`config.mk`:
```
export PLATFORM = sky130hd
export DESIGN_NAME = pipeline_hazard_ctrl
export DESIGN_NICKNAME = d
export VERILOG_FILES = /design/src/rtl/pipe_ctrl_pkg.sv /design/src/rtl/load_use_detect.sv /design/src/rtl/pipeline_hazard_ctrl.sv
export SDC_FILE = /design/constraint.sdc
export NUM_CORES = 1
export LEC_CHECK = 0
export ABC_AREA = 1
export CORE_MARGIN = 2
export CORE_UTILIZATION = 36
export DETAILED_ROUTE_END_ITERATION = 8
export PLACE_DENSITY = 0.8
export SLEW_MARGIN = 20
export SYNTH_ARGS = -nofsm -noshare
export SYNTH_HDL_FRONTEND = slang
export SYNTH_SLANG_ARGS = --single-unit
```
`constraint.sdc`:
```
create_clock -name clk -period 2.9 [get_ports clk]
set_input_delay 0.87 -clock clk [delete_from_list [all_inputs] [get_ports clk]]
set_output_delay 0.87 -clock clk [all_outputs]
set_load 0.005 [all_outputs]
```
`src/rtl/pipe_ctrl_pkg.sv`:
```
// pipe_ctrl_pkg
// Shared types and encodings for the pipeline stall/flush controller.
//   fence_state_t : fence sequencing FSM states (IDLE=0, DRAIN=1, RESUME=2)
//   REDIR_*       : encodings of the fetch-unit PC select driven on redirect_sel
package pipe_ctrl_pkg;

    typedef enum logic [1:0] {
        ST_IDLE   = 2'd0,
        ST_DRAIN  = 2'd1,
        ST_RESUME = 2'd2
    } fence_state_t;

    localparam logic [1:0] REDIR_SEQ   = 2'd0;  // sequential / predicted PC
    localparam logic [1:0] REDIR_BR    = 2'd1;  // EXE-resolved branch target
    localparam logic [1:0] REDIR_TRAP  = 2'd2;  // trap vector
    localparam logic [1:0] REDIR_FENCE = 2'd3;  // instruction after the fence

endpackage

```
`src/rtl/load_use_detect.sv`:
```
// load_use_detect
// Purely combinational load-use hazard detector: the ID instruction reads a
// register that the load currently in EXE has not yet produced.
// Ports:
//   is_load_exe, rd_exe           : EXE instruction is a load / its destination
//   rs1_id, rs2_id                : ID source register indices
//   rs1_used_id, rs2_used_id      : ID instruction actually reads that source
//   hazard                        : 1 when ID must wait one cycle for the load
module load_use_detect #(
    parameter int REG_AW = 5
) (
    input  logic              is_load_exe,
    input  logic [REG_AW-1:0] rd_exe,
    input  logic [REG_AW-1:0] rs1_id,
    input  logic [REG_AW-1:0] rs2_id,
    input  logic              rs1_used_id,
    input  logic              rs2_used_id,
    output logic              hazard
);

    logic [1:0][REG_AW-1:0] rs_id;
    logic [1:0]             rs_used;
    logic [1:0]             src_match;

    assign rs_id   = {rs2_id, rs1_id};
    assign rs_used = {rs2_used_id, rs1_used_id};

    generate
        for (genvar gi = 0; gi < 2; gi++) begin : g_src
            assign src_match[gi] = rs_used[gi] && (rs_id[gi] == rd_exe);
        end
    endgenerate

    // x0 is hard-wired zero, so a load targeting it never creates a dependency.
    assign hazard = is_load_exe && (rd_exe != '0) && (|src_match);

endmodule

```
`src/rtl/pipeline_hazard_ctrl.sv`:
```
// pipeline_hazard_ctrl
// Central stall/flush controller for the five-stage pipeline. Every cycle one
// event wins by fixed priority (trap, memory wait, mispredict, fence, load-use,
// fetch wait) and only that event drives stall/flush/redirect. A three-state
// FSM sequences fence drain and the refetch after it.
// Ports:
//   clk, rst (sync, active-high)
//   if_busy, mem_busy               : fetch / data-memory wait states
//   is_load_exe, rd_exe, rs*_id,
//   rs*_used_id                     : load-use hazard inputs
//   mispredict_exe, fence_exe       : EXE-resolved control events
//   trap_wb                         : exception / xRET committing in WB
//   valid_mem, valid_wb             : occupancy of MEM and WB (drain test)
//   stall_* / flush_*               : per-register hold / bubble controls
//   redirect_sel                    : fetch PC select (see pipe_ctrl_pkg REDIR_*)
//   fence_busy                      : fence FSM not idle
// Optional build macro PIPE_HAZARD_PERF_EN adds two 32-bit saturating counters:
//   perf_stall_cycles (cycles with stall_if), perf_flush_events (cycles with any flush)
module pipeline_hazard_ctrl
    import pipe_ctrl_pkg::*;
#(
    parameter int REG_AW = 5
) (
    input  logic              clk,
    input  logic              rst,
    input  logic              if_busy,
    input  logic              mem_busy,
    input  logic              is_load_exe,
    input  logic [REG_AW-1:0] rd_exe,
    input  logic [REG_AW-1:0] rs1_id,
    input  logic [REG_AW-1:0] rs2_id,
    input  logic              rs1_used_id,
    input  logic              rs2_used_id,
    input  logic              mispredict_exe,
    input  logic              fence_exe,
    input  logic              trap_wb,
    input  logic              valid_mem,
    input  logic              valid_wb,
    output logic              stall_if,
    output logic              stall_ifid,
    output logic              stall_idexe,
    output logic              stall_exemem,
    output logic              stall_memwb,
    output logic              flush_ifid,
    output logic              flush_idexe,
    output logic              flush_exemem,
    output logic              flush_memwb,
    output logic [1:0]        redirect_sel,
    output logic              fence_busy
`ifdef PIPE_HAZARD_PERF_EN
    ,
    output logic [31:0]       perf_stall_cycles,
    output logic [31:0]       perf_flush_events
`endif
);

    fence_state_t state_reg;
    fence_state_t state_next;
    logic         load_use;

    load_use_detect #(
        .REG_AW(REG_AW)
    ) u_load_use_detect (
        .is_load_exe (is_load_exe),
        .rd_exe      (rd_exe),
        .rs1_id      (rs1_id),
        .rs2_id      (rs2_id),
        .rs1_used_id (rs1_used_id),
        .rs2_used_id (rs2_used_id),
        .hazard      (load_use)
    );

    always_ff @(posedge clk) begin
        if (rst) begin
            state_reg <= ST_IDLE;
        end else begin
            state_reg <= state_next;
        end
    end

    // Single priority chain: the first matching event owns all outputs.
    // The FSM only moves when fence handling wins (or a trap aborts it);
    // higher-priority events simply hold it where it is.
    always_comb begin
        stall_if     = 1'b0;
        stall_ifid   = 1'b0;
        stall_idexe  = 1'b0;
        stall_exemem = 1'b0;
        stall_memwb  = 1'b0;  // nothing in this pipeline ever holds MEM/WB
        flush_ifid   = 1'b0;
        flush_idexe  = 1'b0;
        flush_exemem = 1'b0;
        flush_memwb  = 1'b0;
        redirect_sel = REDIR_SEQ;
        state_next   = state_reg;

        if (rst) begin
            state_next = ST_IDLE;
        end else if (trap_wb) begin
            flush_ifid   = 1'b1;
            flush_idexe  = 1'b1;
            flush_exemem = 1'b1;
            flush_memwb  = 1'b1;
            redirect_sel = REDIR_TRAP;
            state_next   = ST_IDLE;
        end else if (mem_busy) begin
            // Freeze everything up to MEM; WB receives a bubble.
            stall_if     = 1'b1;
            stall_ifid   = 1'b1;
            stall_idexe  = 1'b1;
            stall_exemem = 1'b1;
            flush_memwb  = 1'b1;
        end else if (mispredict_exe) begin
            flush_ifid   = 1'b1;
            flush_idexe  = 1'b1;
            redirect_sel = REDIR_BR;
        end else if (state_reg == ST_DRAIN) begin
            stall_if   = 1'b1;
            flush_ifid = 1'b1;
            // mem_busy is already known to be 0 on this branch.
            if (!valid_mem && !valid_wb) begin
                state_next = ST_RESUME;
            end
        end else if (state_reg == ST_RESUME) begin
            redirect_sel = REDIR_FENCE;
            state_next   = ST_IDLE;
        end else if (fence_exe) begin
            stall_if    = 1'b1;
            flush_ifid  = 1'b1;
            flush_idexe = 1'b1;
            state_next  = ST_DRAIN;
        end else if (load_use) begin
            stall_if    = 1'b1;
            stall_ifid  = 1'b1;
            flush_idexe = 1'b1;
        end else if (if_busy) begin
            stall_if   = 1'b1;
            flush_ifid = 1'b1;
        end
    end

    assign fence_busy = !rst && (state_reg != ST_IDLE);

`ifdef PIPE_HAZARD_PERF_EN
    logic [31:0] perf_stall_cycles_reg;
    logic [31:0] perf_flush_events_reg;
    logic        any_flush;

    assign any_flush = flush_ifid | flush_idexe | flush_exemem | flush_memwb;

    always_ff @(posedge clk) begin
        if (rst) begin
            perf_stall_cycles_reg <= '0;
            perf_flush_events_reg <= '0;
        end else begin
            if (stall_if && (perf_stall_cycles_reg != '1)) begin
                perf_stall_cycles_reg <= perf_stall_cycles_reg + 32'd1;
            end
            if (any_flush && (perf_flush_events_reg != '1)) begin
                perf_flush_events_reg <= perf_flush_events_reg + 32'd1;
            end
        end
    end

    assign perf_stall_cycles = perf_stall_cycles_reg;
    assign perf_flush_events = perf_flush_events_reg;
`endif

endmodule
```
==> results of run 1 <==
synthesized netlist by cell type:
| cell type | n | area (um^2) |
|---|---|---|
| a21oi_1 | 4 | 20.0 |
| o21ai_0 | 5 | 25.0 |
| buf_4 | 2 | 15.0 |
| nand2_1 | 43 | 161 |
| nand4_1 | 1 | 6.26 |
| inv_2 | 2 | 7.51 |
| o21ai_1 | 1 | 5.00 |
| dfxtp_1 | 2 | 40.0 |
| nand3b_1 | 2 | 15.0 |
| nand3_1 | 5 | 25.0 |
| nand2_2 | 1 | 6.26 |
| nor2_1 | 18 | 67.6 |
| ha_1 | 4 | 50.1 |
| conb_1 | 1 | 3.75 |
| inv_1 | 24 | 90.1 |
layout make-up:
type	instances	share of cell area, %
multi-input combinational	85	41.3
timing repair buffer	46	40.6
inverter	26	10.1
sequential	2	3.93
clock buffer	3	2.21
tap	15	1.84
cells by family (layout without fill, tap and decap cells):
| kind of cell | Yosys count | count (layout) | share of synthesized area, % |
|---|---|---|---|
| other | 1 | 1 | 0.697 |
| DFF | 2 | 2 | 7.44 |
| and+or+nand+nor | 70 | 70 | 52.3 |
| AOI/OAI and AO/OA | 10 | 10 | 9.30 |
| buffers and inverters | 28 | 75 | 20.9 |
| adders and majority gates | 4 | 4 | 9.30 |
metrics by stage:
step / cell area, um^2 / hold WS, ns
finish: 1020 / 0.518
global route: 1020 / 0.565
CTS: 997 / 0.514
detailed placement: 972 / 0.509
global placement: 972 / 0.498
floorplan: 538 / 0.472
worst max-delay path: cells and delay by family:
family / cells / cell delay [ns]
buf+inv: 4 / 0.99
simple gates: 1 / 0.12
power by group through the flow:
stage | logic (mW) | clock network (mW) | registers, mW
6_report | 0.107 | 0.0623 | 0.0284
5_1_grt | 0.119 | 0.0647 | 0.0284
4_1_cts | 0.0991 | 0.0660 | 0.0284
3_5_place_dp | 0.107 | 0 | 0.0287
3_3_place_gp | 0.105 | 0 | 0.0287
2_1_floorplan | 0.0393 | 0 | 0.0287
worst paths after layout:
kind / cells after the start / slack (ns) / endpoint
worst min register to register: 2 / 0.52 / state_reg[1]
worst min-delay path: 2 / 0.52 / state_reg[1]
worst max register to register: 7 / 1.46 / state_reg[0]
worst max-delay path: 5 / 0.04 / flush_exemem
placed cells by master, fill, tap and decap left out:
cell	instances
dfxtp_1	2
a21oi_2	1
nand2_2	9
buf_6	9
clkbuf_4	3
buf_8	1
inv_1	16
o21ai_0	4
clkbuf_2	5
conb_1	1
dlymetal6s2s_1	4
inv_4	2
ha_1	4
inv_2	8
nand4_1	1
nand3_1	5
nand3b_1	2
buf_4	8
a21oi_1	3
nor2_1	13
nor2_2	5
dlygate4sd2_1	6
o21ai_1	2
clkdlybuf4s50_1	7
clkdlybuf4s15_1	2
buf_2	4
nand2_1	35
metal layers:
metal | vias to the layer above | share of wire [%] | wire [um] | global-route usage, %
li1 | 430 | - | - | -
met1 | 339 | 46 | 787 | 25.3
met2 | 22 | 49 | 829 | 33.3
met3 | 2 | 3.7 | 62 | 0
met4 | 0 | 0.83 | 14 | 5.63
met5 | - | 0 | 0 | 0
what timing repair did:
item,in CTS,in global routing
pin swaps,15,31
endpoints found under the setup margin,11,7
resized for setup,56,63
buffers inserted,1,0
==> results.ini, run 1 <==
[run_status]
status=finished clean

[placed_design]
place_inst=173
dpl_worst_slack_ns=-0.614
routabilityCongestion=0.836
io_buffers=37
dp_hpwl_mm=1.41

[floorplan]
die_y_um=42.7
core-area_um2=1350
io_pins=39
die-width_um=42.7
initial_core_util_pct=39.9
die_area_um2=1820
rows=13

[global_route]
grt_max_degree=6
grt_pass1_vias=724
grt_pass1_wl_mm=2.78
grt_antenna_before_repair=0
grt_usage_pct=19.0
grt-ovfl-total=0

[sta]
fmax_mhz=350
worst_slack_ns=0.0405
finalSetupTns_ns=0
setup_viol=0
period_minus_slack_ns=2.86
finalHoldViolations=0
slew_viol_final=0
finalCritPeriodShare_pct=98.6
skew_ns=0.000974

[power]
leakagePower_nw=0.625
power_per_cell_area_nw_per_um2=194
p_total_mw=0.197
combPwrFrac_pct=54.1
pwr-share-clk_pct=31.5
switching_share_pct=32.8
p_seq_share_pct=14.4
worst_ir_drop_vdd_mv=0.154
p_sw_mw=0.0647
internal_power_mw=0.133

[yosys]
synth_fp_nets=146
yosysWarningCount=0
synth_seq_cells=2
syn-cell-area_um2=538
synthDistinctLibCells=15
yosysSeqAreaShare_pct=7.44
netlist_instances=115
avgSynthCellArea_um2=4.68

[clock_tree]
clockBufferDepth=2
h-tree-depth=1
clk_latency_ns=0.22
clk_pin_slew_ns=0.03
clock-sinks=2
cts_hold_buf=0
cts_tree=built
cts-root-buf=clkbuf_4
cts_made_buffers=3

[setup_path]
critical_path_required_ns=2.03
critical_path.reg2reg.startpoint=state_reg[1]
critPathArrivalTime_ns=1.99
slowest_delay_ns=0.48
cp_cell_sequence=dlygate4sd2_1, buf_4, nor2_2, buf_4, clkdlybuf4s50_1
crit_type=input pin to output port
critPathLaunch=rst
crit_slowest_cell=clkdlybuf4s50_1
crit_fanout=4
cp-start-kind=input pin
cpMostUsedCell=buf_4
end_kind=output port

[finish]
fin_util_pct=75.5
syn_to_final_growth_pct=89.5
largest_reg_flops=2
multi_input_area_um2=422
diodes=0
fin_nets=195
nFillCells=110
instances_no_fill=177
drive_gt1_share_pct=34.0
register_area_um2=40.0

[route]
ant_nets=0
drt-wirelength-per-cell_um=9.56
num_vias=793
drtIter0Drc=11
drtPass1Iterations=4
drc=0
finalWirelength_mm=1.69
viasPerCell=4.48

[worst_hold_path]
min_from=state_reg[1]
min_path_type=flip-flop to flip-flop

[run]
max-cap-violations=0

No activity file was read; power rests on OpenSTA's default activity.
==> run 2, diff against run 1 <==
- ABC_AREA: 1 -> not set
- CORE_AREA: not set -> 2 2 39 41
- CORE_MARGIN: 2 -> not set
- CORE_UTILIZATION: 36 -> not set
- DIE_AREA: not set -> 0 0 41 43
- DONT_BUFFER_PORTS: not set -> 1
- PLACE_DENSITY: 0.8 -> 0.47
==> results.ini, run 2 <==
[run_status]
status=finished clean

[sta]
finalSetupTns_ns=0
skew_ns=0.000873
finalHoldViolations=0
finalCritPeriodShare_pct=92.8
slew_viol_final=0
fmax_mhz=372
period_minus_slack_ns=2.69
setup_viol=0
grt_setup_unrepaired=false

[run]
max-cap-violations=0

[clock_tree]
clockBufferDepth=2
clk_pin_slew_ns=0.03
cts_hold_buf=0
cts-root-buf=clkbuf_4
h-tree-depth=1
postCtsSetupRepairBufs=0
cts_resized=0
cts_tree=built
cts_made_buffers=3
clock-sinks=2
clk_latency_ns=0.22

[placed_design]
routabilityCongestion=0.707
dp_hpwl_um=980
place_area_um2=490
place_inst=82
io_buffers=0

[setup_path]
critPathArrivalTime_ns=1.82
end_kind=output port
crit_type=flip-flop to output port
critical_path_required_ns=2.03
crit_fanout=7
cp-start-kind=flip-flop

[route]
drc=0
ant_nets=0
drtPass1Iterations=4
viasPerCell=5.64
num_vias=479
drtIter0Drc=5
finalWirelength_mm=1.18
drt-wirelength-per-cell_um=13.8

[finish]
register_area_um2=40.0
nFillCells=155
multi_input_area_um2=415
fin_util_pct=37.1
drive_gt1_share_pct=10.1
largest_reg_flops=2
instances_no_fill=85
diodes=0
fin_nets=102
finalInstanceArea_um2=513
layout_common_cells=nor2_1 (9), xor2_1 (8)
layout_commonest_cell=nor2_1
syn_to_final_growth_pct=3.27

[worst_hold_path]
min_path_type=flip-flop to flip-flop

[yosys]
syn-cell-area_um2=497
async_reset_ff_share_pct=0
synth_most_common_cell=nor2_1
netlist_instances=70
synth_edf_count=0
yosysSeqAreaShare_pct=8.06
synth_largest_area_cell=xor2_1
synth_flop_cell=dfxtp_1
yosys-top-cells-count=nor2_1 (9), xor2_1 (8)
synthDistinctLibCells=31
netlist_top_cells_area=xor2_1 (14%), ha_1 (10%), dfxtp_1 (8.1%)
synth_top_area_share_pct=14.1
yosysWarningCount=0
synth_seq_cells=2
synth_fp_nets=101
avgSynthCellArea_um2=7.10

[global_route]
grt_usage_pct=14.9
grt-ovfl-total=0
met3_usage_pct=4.19
use_met2_pct=25.9
top_usage_layer=met2
grt_max_degree=14
grt_pass1_wl_mm=1.79
grt_antenna_before_repair=0
grt_pass1_vias=446
grtUsageMet1_pct=14.7

[floorplan]
die-width_um=41
die_area_um2=1760
io_pins=39
core-area_um2=1380
rows=14
die_y_um=43
initial_core_util_pct=35.9

[power]
leakagePower_nw=0.190
worst_ir_drop_vdd_mv=0.198
power_per_cell_area_nw_per_um2=249

run 2: cell types whose count changed after synthesis, moves of 3 or more:
| cell | change |
|---|---|
| nand2_1 | -41 |
| inv_1 | -20 |
| nor2_1 | -9 |
| xor2_1 | +8 |
| nor4_1 | +4 |
| nand3_1 | -3 |
| nor3_1 | +3 |
run 2: cell families (layout without fill, tap and decap cells):
logic type / count (synthesis) / in the layout / share of synthesized area, %
simple gates: 27 / 27 / 29.5
compound gates: 17 / 17 / 23.4
xor+xnor: 10 / 10 / 17.6
buf+inv: 8 / 7 / 8.31
fa+ha+maj: 4 / 4 / 10.1
flops: 2 / 2 / 8.06
other cells: 1 / 1 / 0.755
mux: 1 / 1 / 2.27
run 2: worst max-delay path, cell delays in order, from the launching register on:
cell      delay [ns]
dfxtp_1         0.36
inv_1           0.07
ha_1            0.26
or3_1           0.42
nor4_1          0.22
nand2_1         0.10
o21bai_1        0.18
run 2: cell type report:
cell class / count / area share [%]
flip-flops and latches: 2 / 7.80
inverters: 4 / 2.93
well taps: 16 / 3.90
clock buffers: 3 / 4.39
multi-input cells: 60 / 81.0
run 2: worst paths after layout:
check	slack, ns	endpoint	from	cells past startpoint
worst min-delay path	0.59	state_reg[1]	state_reg[1]	2
worst max-delay path	0.21	stall_ifid	state_reg[1]	6
worst max register to register	1.15	state_reg[0]	state_reg[1]	6
worst min register to register	0.59	state_reg[1]	state_reg[1]	2
run 2: power by group:
group | leakage, nW | total (mW) | internal [mW] | switching [mW]
sequential | 0.0162 | 0.0284 | 0.0282 | 0.000219
combinational | 0.160 | 0.0388 | 0.0206 | 0.0181
clock | 0.0138 | 0.0608 | 0.0456 | 0.0152
total | 0.190 | 0.128 | 0.0944 | 0.0336
run 2: per-stage QoR:
step                setup WS, ns  power (mW)  hold slack [ns]
detailed placement         0.206      0.0680            0.580
global placement           0.225      0.0681            0.595
global route               0.118       0.141            0.612
finish                     0.208       0.128            0.587
floorplan                  0.252      0.0685            0.553
CTS                        0.201       0.134            0.588
run 2: per-layer routing:
layer / up-vias / wire length (um)
li1: 247 / -
met2: 20 / 622
met1: 212 / 448
met4: 0 / 0
met5: - / 0
met3: 0 / 104
